$ cat src/rtl/pipe_ripple_adder_pkg.sv
// Shared configuration for the pipelined ripple-carry adder:
// default geometry and the slice-width helper.
package adder_pkg;

    localparam int DEFAULT_WIDTH  = 16;
    localparam int DEFAULT_STAGES = 4;

    // Bits handled by each pipeline stage.
    function automatic int slice_width(input int width, input int stages);
        return width / stages;
    endfunction

endpackage

$ cat src/rtl/pipe_ripple_adder_rca_slice.sv
// One pipeline slice: a purely combinational ripple chain of full adders.
// Also exposes the carry into its top bit so the last slice can form the
// signed overflow flag.
module rca_slice #(
    parameter int SW = 4
) (
    input  logic [SW-1:0] a,
    input  logic [SW-1:0] b,
    input  logic          cin,
    output logic [SW-1:0] s,
    output logic          cout,
    output logic          c_msb_in
);

    logic [SW:0] c;

    // Full-adder chain, LSB first; c[i] is the carry into bit i.
    always_comb begin
        c    = '0;
        s    = '0;
        c[0] = cin;
        for (int i = 0; i < SW; i++) begin
            s[i]     = a[i] ^ b[i] ^ c[i];
            c[i + 1] = (a[i] & b[i]) | (c[i] & (a[i] ^ b[i]));
        end
    end

    assign cout     = c[SW];
    assign c_msb_in = c[SW - 1];

endmodule

$ cat src/rtl/pipe_ripple_adder.sv
// Pipelined ripple-carry adder. Stage k adds bit slice k of the operands
// with the registered carry of stage k-1. Each stage register carries the
// operands forward (skew) and the sum slices finished so far (de-skew), so
// the last stage register holds the complete result.
//
// Handshake: a transfer happens on a port when its valid and ready are both
// high at a rising edge. Valid, once raised by the pipeline, holds together
// with sum/cout/ovf until out_ready. in_ready is !(out_valid && !out_ready)
// and never looks at in_valid. A stall freezes every stage, bubbles
// included; otherwise every stage advances, so bubbles move like data.
module pipe_ripple_adder
    import adder_pkg::*;
#(
    parameter int WIDTH  = DEFAULT_WIDTH,
    parameter int STAGES = DEFAULT_STAGES
) (
    input  logic             clk,
    input  logic             rst,
    input  logic             in_valid,
    output logic             in_ready,
    input  logic [WIDTH-1:0] a,
    input  logic [WIDTH-1:0] b,
    input  logic             cin,
    output logic             out_valid,
    input  logic             out_ready,
    output logic [WIDTH-1:0] sum,
    output logic             cout,
    output logic             ovf
);

    localparam int SW   = slice_width(WIDTH, STAGES);
    localparam int LAST = STAGES - 1;

    if (STAGES < 1 || (WIDTH % STAGES) != 0) begin : g_bad_cfg
        $error("pipe_ripple_adder: WIDTH must be a positive multiple of STAGES");
    end

    // Per-stage registers. Operand words keep their consumed low slices;
    // those bits are simply never read again.
    logic             valid_q [STAGES];
    logic [WIDTH-1:0] a_q     [STAGES];
    logic [WIDTH-1:0] b_q     [STAGES];
    logic [WIDTH-1:0] sum_q   [STAGES];
    logic             carry_q [STAGES];
    logic             ovf_q;

    // Inputs seen by each stage's adder (stage 0 sees the ports).
    logic             st_valid [STAGES];
    logic [WIDTH-1:0] st_a     [STAGES];
    logic [WIDTH-1:0] st_b     [STAGES];
    logic             st_cin   [STAGES];
    logic [WIDTH-1:0] st_sum   [STAGES];

    logic [SW-1:0]    sl_s    [STAGES];
    logic             sl_cout [STAGES];
    logic             sl_cmsb [STAGES];
    logic [WIDTH-1:0] sum_d   [STAGES];

    logic stall;

    assign stall    = valid_q[LAST] && !out_ready;
    assign in_ready = !stall;

    // Route each stage's inputs from the ports or the previous stage register.
    always_comb begin
        st_valid[0] = in_valid;
        st_a[0]     = a;
        st_b[0]     = b;
        st_cin[0]   = cin;
        st_sum[0]   = '0;
        for (int k = 1; k < STAGES; k++) begin
            st_valid[k] = valid_q[k - 1];
            st_a[k]     = a_q[k - 1];
            st_b[k]     = b_q[k - 1];
            st_cin[k]   = carry_q[k - 1];
            st_sum[k]   = sum_q[k - 1];
        end
    end

    for (genvar k = 0; k < STAGES; k++) begin : g_slice
        rca_slice #(
            .SW(SW)
        ) u_rca (
            .a        (st_a[k][k*SW +: SW]),
            .b        (st_b[k][k*SW +: SW]),
            .cin      (st_cin[k]),
            .s        (sl_s[k]),
            .cout     (sl_cout[k]),
            .c_msb_in (sl_cmsb[k])
        );
    end

    // Merge each stage's freshly computed slice into the partial sum it carries.
    always_comb begin
        for (int k = 0; k < STAGES; k++) begin
            sum_d[k]              = st_sum[k];
            sum_d[k][k*SW +: SW]  = sl_s[k];
        end
    end

    // Pipeline registers: clear on reset, hold on stall, otherwise advance.
    always_ff @(posedge clk) begin
        if (rst) begin
            for (int k = 0; k < STAGES; k++) begin
                valid_q[k] <= 1'b0;
                a_q[k]     <= '0;
                b_q[k]     <= '0;
                sum_q[k]   <= '0;
                carry_q[k] <= 1'b0;
            end
            ovf_q <= 1'b0;
        end else if (!stall) begin
            for (int k = 0; k < STAGES; k++) begin
                valid_q[k] <= st_valid[k];
                a_q[k]     <= st_a[k];
                b_q[k]     <= st_b[k];
                sum_q[k]   <= sum_d[k];
                carry_q[k] <= sl_cout[k];
            end
            ovf_q <= sl_cout[LAST] ^ sl_cmsb[LAST];
        end
    end

    assign out_valid = valid_q[LAST];
    assign sum       = sum_q[LAST];
    assign cout      = carry_q[LAST];
    assign ovf       = ovf_q;

endmodule
$ cat config.mk
export PLATFORM = sky130hd
export DESIGN_NAME = pipe_ripple_adder
export DESIGN_NICKNAME = d
export VERILOG_FILES = /design/src/rtl/pipe_ripple_adder_pkg.sv /design/src/rtl/pipe_ripple_adder_rca_slice.sv /design/src/rtl/pipe_ripple_adder.sv
export SDC_FILE = /design/constraint.sdc
export NUM_CORES = 1
export LEC_CHECK = 0
export CAP_MARGIN = 20
export CORE_MARGIN = 2
export CORE_UTILIZATION = 50
export DETAILED_ROUTE_END_ITERATION = 10
export PLACE_DENSITY = 0.86
export SLEW_MARGIN = 20
export SYNTH_ARGS = -nofsm -noshare
export SYNTH_HDL_FRONTEND = slang
export SYNTH_HIERARCHICAL = 1
export SYNTH_SLANG_ARGS = --single-unit
$ cat constraint.sdc
create_clock -name clk -period 3.6 [get_ports clk]
set_input_delay 0.54 -clock clk [delete_from_list [all_inputs] [get_ports clk]]
set_output_delay 0.54 -clock clk [all_outputs]
set_load 0.005 [all_outputs]
==> impl_metrics.toml, run 1 <==
[clocking]
clockRootBuffer = "clkbuf_8"
cts_setup_buffers = 0
postCtsHoldBufs = 0
clockBufferDepth = 2
htree_levels = 3
cts_resized = 0
clk_pin_slew_ns = 0.09
insertion_delay_ns = 0.34
cts_tree = "built"
cts_buffers = 9
cts.sinks = 97

[setup_path]
rrSetupSlack_ns = 1.30
max_stage_delay_ns = 0.49
worstPathArrival_ns = 2.67
path_depth = 8
r2r_end = "sum_q[2][11]"
crit_start = "b[0]"
rr_worst_depth = 7
crit_type = "primary input to flop"
path_buf_inv = 3
path_max_fanout = 1
start_kind = "primary input"
slowest_stage = "clkdlybuf4s50_1"
r2r_start = "b_q[0][24]"
crit_family = "adder cells"
crit_path_frequent_cell = "fa_1"
crit_required_ns = 3.66
critPathCaptureType = "flop"
critPathCapture = "sum_q[0][3]"
crit_chain = "clkdlybuf4s50_1, fa_1, inv_1, fa_1, fa_1, inv_1, fa_1, nor3b_1"

[placed_design]
gp_congestion = 0.719
place_ws_ns = 0.585
dp.cells = 412
port-buffer-count = 56
hpwl_mm = 3.79

[logic_synthesis]
synthCells = 269
syn_avg_cell_area_um2 = 16.1
syn_nets = 322
netlist_area_mm2 = 0.00434
synth_cell_types = 15
ys_seq_area_share_pct = 66.9
ys_seq_elements = 97
yosys_warnings = 6

[timing]
slew_violations = 0
fin_ws_ns = 0.989
finalSetupViolations = 0
tightest_slew_ns = 1.06
period_needed_ns = 2.61
post-route-period-util_pct = 72.5
setup-tns-final_ns = 0
rsz0062_at_grt = "false"
relSlewSlack_pct = 29.3
max_freq_mhz = 383
hold_viol_final = 0
finalClockSkew_ns = 0.00719

[pwr]
p_per_area_mw_per_mm2 = 425
vdd_drop_max_uv = 239
p_leak_uw = 0.00195
clock_power_share_pct = 30.2
p_sw_uw = 439
p_sw_share_pct = 20.1
seq_power_share_pct = 61.1
comb_power_share_pct = 8.7
intPower_uw = 1740

[route]
drc = 0
dr.pass1.iters = 4
routed-via-count = 2158
drtAntennaViolNets = 0
initialDrtViolationCount = 144
postRouteWirelength_mm = 6.12
vias_per_cell = 5.04
routedWlPerCell_um = 14.3

[finish]
finalNonFillerCells = 428
drive_above_1_share_pct = 12.4
antenna_cells = 0
fin_nets = 371
syn2layout_area_growth_pct = 18.3

[floorplanning]
die_h_um = 97.1
start_util_pct = 52.3
die_area_mm2 = 0.00944
io_pins = 57
rows = 33
chipWidth_um = 97.1
coreArea_mm2 = 0.00830

[global_route]
grt_pass1_vias = 2245
antenna_found_initial = 0
grt_max_degree = 98
grt.overflow.total = 0
grt_pass1_wl_mm = 10.3
grtUsageTotal_pct = 13.7

[hold_path]
min_path_type = "flop to flop"

[status]
status = "completed"

[run]
cap_violations = 0
placed cells by master (no fill, tap or decap):
cell             count
fa_1                16
inv_1               32
buf_4                4
bufinv_16            1
dfxtp_1              1
clkinv_2             1
clkbuf_1             2
nor3b_2             20
buf_12               1
clkbuf_8             9
inv_2                1
edfxtp_1            96
a211oi_2             1
clkdlybuf4s50_1     55
nor2b_4              1
clkinv_1             3
nand2b_4             1
nor3b_1             77
xnor2_1              1
through the flow:
| stage | instance area (um^2) | hold slack (ns) | total power, uW | utilization, % |
|---|---|---|---|---|
| global placement | 4960 | 0.543 | 1540 | 59.7 |
| global route | 5130 | 0.594 | 2270 | 61.9 |
| finish | 5130 | 0.569 | 2180 | 61.9 |
| detailed placement | 4960 | 0.553 | 1550 | 59.7 |
| floorplan | 4340 | 0.537 | 1460 | - |
| CTS | 5130 | 0.574 | 2210 | 61.9 |
Yosys cell counts, drive strengths merged:
cell type	number	area, um^2
inv	33	124
fa	16	320
dfxtp	1	20.0
nor2b	1	6.26
nand2b	1	6.26
a211oi	1	12.5
edfxtp	96	2880
buf	15	103
clkbuf	7	26.3
xnor2	1	8.76
nor3b	97	828
power groups by stage:
| stage | sequential (uW) | combinational (uW) | clock, uW |
|---|---|---|---|
| 6_report | 1330 | 190 | 658 |
| 5_1_grt | 1340 | 212 | 712 |
| 4_1_cts | 1330 | 194 | 677 |
| 3_5_place_dp | 1360 | 193 | 0 |
| 3_3_place_gp | 1360 | 184 | 0 |
| 2_1_floorplan | 1350 | 110 | 0 |
how the worst min path moves through the flow:
stage	from	cells past startpoint	to	slack (ns)
global placement	sum_q[0][2]	1	sum_q[1][2]	0.54
CTS	sum_q[2][1]	1	sum_q[3][1]	0.57
global route	valid_q[2]	1	valid_q[3]	0.59
finish	sum_q[2][1]	1	sum_q[3][1]	0.57
floorplan	b_q[0][28]	1	b_q[0][44]	0.54
detailed placement	sum_q[0][2]	1	sum_q[1][2]	0.55
state kept, by name (all words and copies together), names as in the netlist:
signal,flops
a_q,24
b_q,24
carry_q,4
ovf,1
sum_q,40
valid_q,4
routing by layer:
layer | vias up | routed length, um | track usage, %
met5 | - | 0 | 0
met4 | 0 | 114 | 6.50
met3 | 11 | 238 | 2.52
met2 | 45 | 3080 | 23.1
met1 | 1052 | 2680 | 17.0
li1 | 1050 | - | -
layout make-up:
cell class / instances / area (um^2)
Clock inverter: 5 / 46.3
Sequential cell: 97 / 2900
Clock buffer: 11 / 131
Fill cell: 645 / 3170
Tap cell: 105 / 131
Timing Repair Buffer: 60 / 601
Inverter: 33 / 124
Multi-Input combinational cell: 117 / 1200
cell families (layout without fill, tap and decap cells):
group                    after synthesis  in the layout  synth area share (%)
flip-flops                            97             97                  66.9
AO/OA/AOI/OAI                          1              1                 0.288
buffers and inverters                 55            109                  5.83
XOR/XNOR                               1              1                 0.202
adder cells (fa/ha/maj)               16             16                  7.38
AND/OR/NAND/NOR                       99             99                  19.4
Power figures use the tool's default switching activity.
==> run 2, diff against run 1 <==
clock period = 2.4 ns   (was 3.6 ns; I/O delays follow)
==> impl_metrics.toml, run 2 (synthesis results as in run 1) <==
[setup_path]
start_kind = "flop"
worstPathArrival_ns = 2.40
crit_type = "flop to flop"
rr_worst_depth = 7
crit_start = "a_q[0][44]"
max_stage_delay_ns = 0.41
crit_required_ns = 2.48
path_max_fanout = 2
slowest_stage = "fa_1"
crit_chain = "fa_1, inv_1, fa_1, fa_1, inv_2, fa_1, nor3b_1"
r2r_start = "a_q[0][44]"
crit_family = "adder cells"
crit_path_frequent_cell = "fa_1"
path_depth = 7
critPathCaptureType = "flop"
path_buf_inv = 2

[pwr]
p_leak_uw = 0.00198
clock_power_share_pct = 33.5
intPower_uw = 2730
vdd_drop_max_uv = 318
p_per_area_mw_per_mm2 = 660
comb_power_share_pct = 8.5
p_sw_uw = 713
p_sw_share_pct = 20.7
seq_power_share_pct = 58.0

[clocking]
clockBufferDepth = 2
cts_buffers = 9
cts_setup_buffers = 0
htree_levels = 3
insertion_delay_ns = 0.35
postCtsHoldBufs = 0
clk_pin_slew_ns = 0.10
cts.sinks = 97
cts_tree = "built"
clockRootBuffer = "clkbuf_8"
cts_resized = 0

[timing]
tightest_slew_ns = 0.543
rsz0062_at_grt = "false"
relSlewSlack_pct = 63.8
fin_ws_ns = 0.0772
period_needed_ns = 2.32
finalClockSkew_ns = 0.0102
hold_viol_final = 0
slew_violations = 0
post-route-period-util_pct = 96.8
finalSetupViolations = 0
max_freq_mhz = 431

[route]
routedWlPerCell_um = 14.8
postRouteWirelength_mm = 6.41
drc = 0
drtAntennaViolNets = 0
dr.pass1.iters = 7
vias_per_cell = 5.07
initialDrtViolationCount = 145
routed-via-count = 2191

[finish]
fillCellCount = 632
drive_above_1_share_pct = 16.2
largest_register_ff_count = 40
top_regs = "sum_q: 40 flops, a_q: 24 flops, b_q: 24 flops"
design_area_mm2 = 0.00522
final_common_cell = "edfxtp_1"
fin_nets = 375
antenna_cells = 0
regMostFlops = "sum_q"
syn2layout_area_growth_pct = 20.4
layout_common_cells = "edfxtp_1 (96), nor3b_1 (77), clkdlybuf4s50_1 (55)"

[floorplanning]
start_util_pct = 52.3
io_pins = 57
rows = 33
die_area_mm2 = 0.00944
coreArea_mm2 = 0.00830
chipWidth_um = 97.1
die_h_um = 97.1

[hold_path]
holdPathStages = 1
hold_start = "sum_q[0][1]"
min_path_type = "flop to flop"

[global_route]
grt_pass1_vias = 2280
grtUsageTotal_pct = 14.6
grt_pass1_wl_mm = 10.9
antenna_found_initial = 0
grt.overflow.total = 0
grt_max_degree = 98

[placed_design]
place_ws_ns = -0.357
postPlaceCellArea_mm2 = 0.00500
gp_congestion = 0.738
port-buffer-count = 56
hpwl_mm = 4.00

[run]
cap_violations = 0

[status]
status = "completed"
run 2: power by group through the flow:
stage	clock [uW]	combinational, uW	sequential, uW
4_1_cts	1170	295	2000
5_1_grt	1250	327	2010
6_report	1160	292	2000
3_5_place_dp	0	291	2040
2_1_floorplan	0	164	2030
3_3_place_gp	0	281	2030
run 2: area by class of cell:
| type | instances | area, um^2 | area share [%] |
|---|---|---|---|
| timing repair buffer | 64 | 643 | 12.3 |
| sequential | 97 | 2900 | 55.6 |
| multi-input combinational | 117 | 1200 | 23.0 |
| clock buffer | 9 | 124 | 2.37 |
| tap | 105 | 131 | 2.52 |
| clock inverter | 7 | 93.8 | 1.80 |
| inverter | 33 | 124 | 2.37 |
run 2: worst reg2reg max path, delay by kind of cell (launching register included):
kind,cells,cell delay (ns)
flip-flops,1,0.37
AND/OR/NAND/NOR,1,0.16
buffers and inverters,2,0.14
adder cells (fa/ha/maj),4,1.39
run 2: worst paths after layout:
check        slack [ns]            to
min reg2reg        0.57   sum_q[1][1]
max                0.08  sum_q[3][15]
max reg2reg        0.08  sum_q[3][15]
min                0.57   sum_q[1][1]
run 2: metal layers:
metal | track usage (%) | vias to the layer above | part of all wire, %
met5 | 0 | - | 0
met2 | 24.0 | 46 | 51
met4 | 5.74 | 0 | 1.7
li1 | - | 1056 | -
met1 | 18.5 | 1081 | 43
met3 | 3.74 | 8 | 4.3
run 2: stage by stage:
stage / power [uW] / cells / hold slack (ns) / util [%] / setup TNS [ns]
after global placement: 2320 / 416 / 0.545 / 60.2 / -0.384
after detailed placement: 2330 / 416 / 0.553 / 60.2 / -0.498
after global routing: 3590 / 432 / 0.596 / 62.9 / 0
after CTS: 3470 / 432 / 0.574 / 62.9 / 0
final: 3450 / 432 / 0.574 / 62.9 / 0
after floorplan: 2200 / 269 / 0.537 / - / 0
==> run 3, diff against run 2 <==
clock period = 1.91 ns   (was 2.4 ns; I/O delays follow)
==> impl_metrics.toml, run 3 (synthesis results as in run 1) <==
[floorplanning]
die_area_mm2 = 0.00944
rows = 33
io_pins = 57
coreArea_mm2 = 0.00830
die_h_um = 97.1
chipWidth_um = 97.1
start_util_pct = 52.3

[route]
vias_per_cell = 5.16
m1WireLength_mm = 2.75
routed-via-count = 2251
routedWlPerCell_um = 14.9
highest_layer = "met4"
dr.pass1.iters = 4
route.met2.wl_mm = 3.38
postRouteWirelength_mm = 6.49
initialDrtViolationCount = 122
drtAntennaViolNets = 0
drc = 0
wl_met3_um = 284

[finish]
syn2layout_area_growth_pct = 24.0
antenna_cells = 0
layout_common_cells = "edfxtp_1 (96), nor3b_1 (77), clkdlybuf4s50_1 (51)"
largest_register_ff_count = 40
final_common_cell = "edfxtp_1"
fillCellCount = 608
layout.area.seq_mm2 = 0.00290
multi_input_area_mm2 = 0.00124
fin_nets = 379
drive_above_1_share_pct = 23.3
regMostFlops = "sum_q"
top_regs = "sum_q: 40 flops, a_q: 24 flops, b_q: 24 flops"
design_area_mm2 = 0.00538

[setup_path]
crit_family = "adder cells"
crit_required_ns = 2.00
path_max_fanout = 2
rrSetupSlack_ns = -0.31
max_stage_delay_ns = 0.41
rr_worst_depth = 7
crit_chain = "fa_2, inv_2, fa_2, fa_2, inv_2, fa_2, nor3b_1"
r2r_end = "sum_q[3][15]"
slowest_stage = "fa_2"
r2r_start = "carry_q[2]"
crit_path_frequent_cell = "fa_2"
crit_type = "flop to flop"
start_kind = "flop"
critPathCaptureType = "flop"
path_buf_inv = 2
worstPathArrival_ns = 2.31

[hold_path]
min_path_type = "primary input to flop"
holdPathStages = 2
hold_start = "rst"
hold_end = "sum_q[3][12]"

[status]
violations = "negative setup slack"
status = "complete, but fails checks"

[clocking]
clockBufferDepth = 2
cts_tree = "built"
clockRootBuffer = "clkbuf_8"
cts_buffers = 9
clk_pin_slew_ns = 0.10
htree_levels = 3
insertion_delay_ns = 0.35
cts.sinks = 97

[timing]
period_needed_ns = 2.22
finalSetupViolations = 9
post-route-period-util_pct = 116
rsz0062_at_grt = "true"
slew_violations = 0
hold_viol_final = 0
max_freq_mhz = 451
fin_ws_ns = -0.310
finalClockSkew_ns = 0.0148
relSlewSlack_pct = 69.7
tightest_slew_ns = 0.454
hold_ws_ns = 0.477

[run]
cap_violations = 0

[pwr]
clock_power_share_pct = 34.3
intPower_uw = 3520
p_sw_share_pct = 20.0
vdd_drop_max_uv = 489
p_per_area_mw_per_mm2 = 819
seq_power_share_pct = 57.1
p_leak_uw = 0.00204
comb_power_share_pct = 8.6
p_sw_uw = 882

[global_route]
grtUsageTotal_pct = 14.8
grt_max_degree = 98
grt_pass1_vias = 2277
grt.overflow.total = 0
grt_pass1_wl_mm = 11.0
antenna_found_initial = 0

[placed_design]
port-buffer-count = 56
postPlaceCellArea_mm2 = 0.00512
hpwl_mm = 4.15
gp_congestion = 0.732
[run 3: routing by layer]
metal	up-vias	GRT usage (%)
met2	61	25.1
met1	1115	18.5
met5	-	0
met3	8	3.53
li1	1067	-
met4	0	5.53
[run 3: area by class of cell]
| cell class | count | share of cell area (%) |
|---|---|---|
| clock buffers | 11 | 2.81 |
| clock inverters | 5 | 1.58 |
| inverters | 33 | 2.30 |
| multi-input cells | 117 | 23.1 |
| flip-flops and latches | 97 | 54.0 |
| well taps | 105 | 2.44 |
| repair buffers | 68 | 13.8 |
[run 3: through the flow]
| step | instances | total power [uW] | setup slack (ns) | TNS, ns | utilization [%] |
|---|---|---|---|---|---|
| floorplan | 269 | 2770 | -0.166 | -0.905 | - |
| global placement | 419 | 2920 | -0.630 | -3.00 | 61.7 |
| detailed placement | 419 | 2950 | -0.678 | -3.52 | 61.7 |
| CTS | 435 | 4450 | -0.302 | -1.94 | 64.7 |
| global route | 436 | 4570 | -0.370 | -2.29 | 64.8 |
| finish | 436 | 4400 | -0.310 | -1.52 | 64.8 |
[run 3: how the worst max path moves through the flow]
stage / startpoint / endpoint / slack [ns] / cells after the start
4_1_cts: carry_q[2] / sum_q[3][15] / -0.30 / 7
3_3_place_gp: a[0] / sum_q[0][3] / -0.63 / 8
6_report: carry_q[2] / sum_q[3][15] / -0.31 / 7
5_1_grt: carry_q[2] / sum_q[3][15] / -0.37 / 7
3_5_place_dp: a[0] / sum_q[0][3] / -0.68 / 8
2_1_floorplan: a_q[0][44] / sum_q[3][15] / -0.17 / 7
[run 3: repair_timing]
action                     in CTS  in global routing
pin swaps                       3                  4
gates cloned                    0                  0
setup endpoints to repair      13                 11
resized for setup               7                  7
hold endpoints to repair        0                  0
hold buffers                    0                  0
setup buffers                   0                  1
[run 3: power by group through the flow]
stage | Clock (uW) | Sequential [uW] | Combinational [uW]
6_report | 1510 | 2510 | 381
2_1_floorplan | 0 | 2550 | 213
4_1_cts | 1550 | 2520 | 387
3_3_place_gp | 0 | 2560 | 368
5_1_grt | 1620 | 2530 | 425
3_5_place_dp | 0 | 2560 | 383
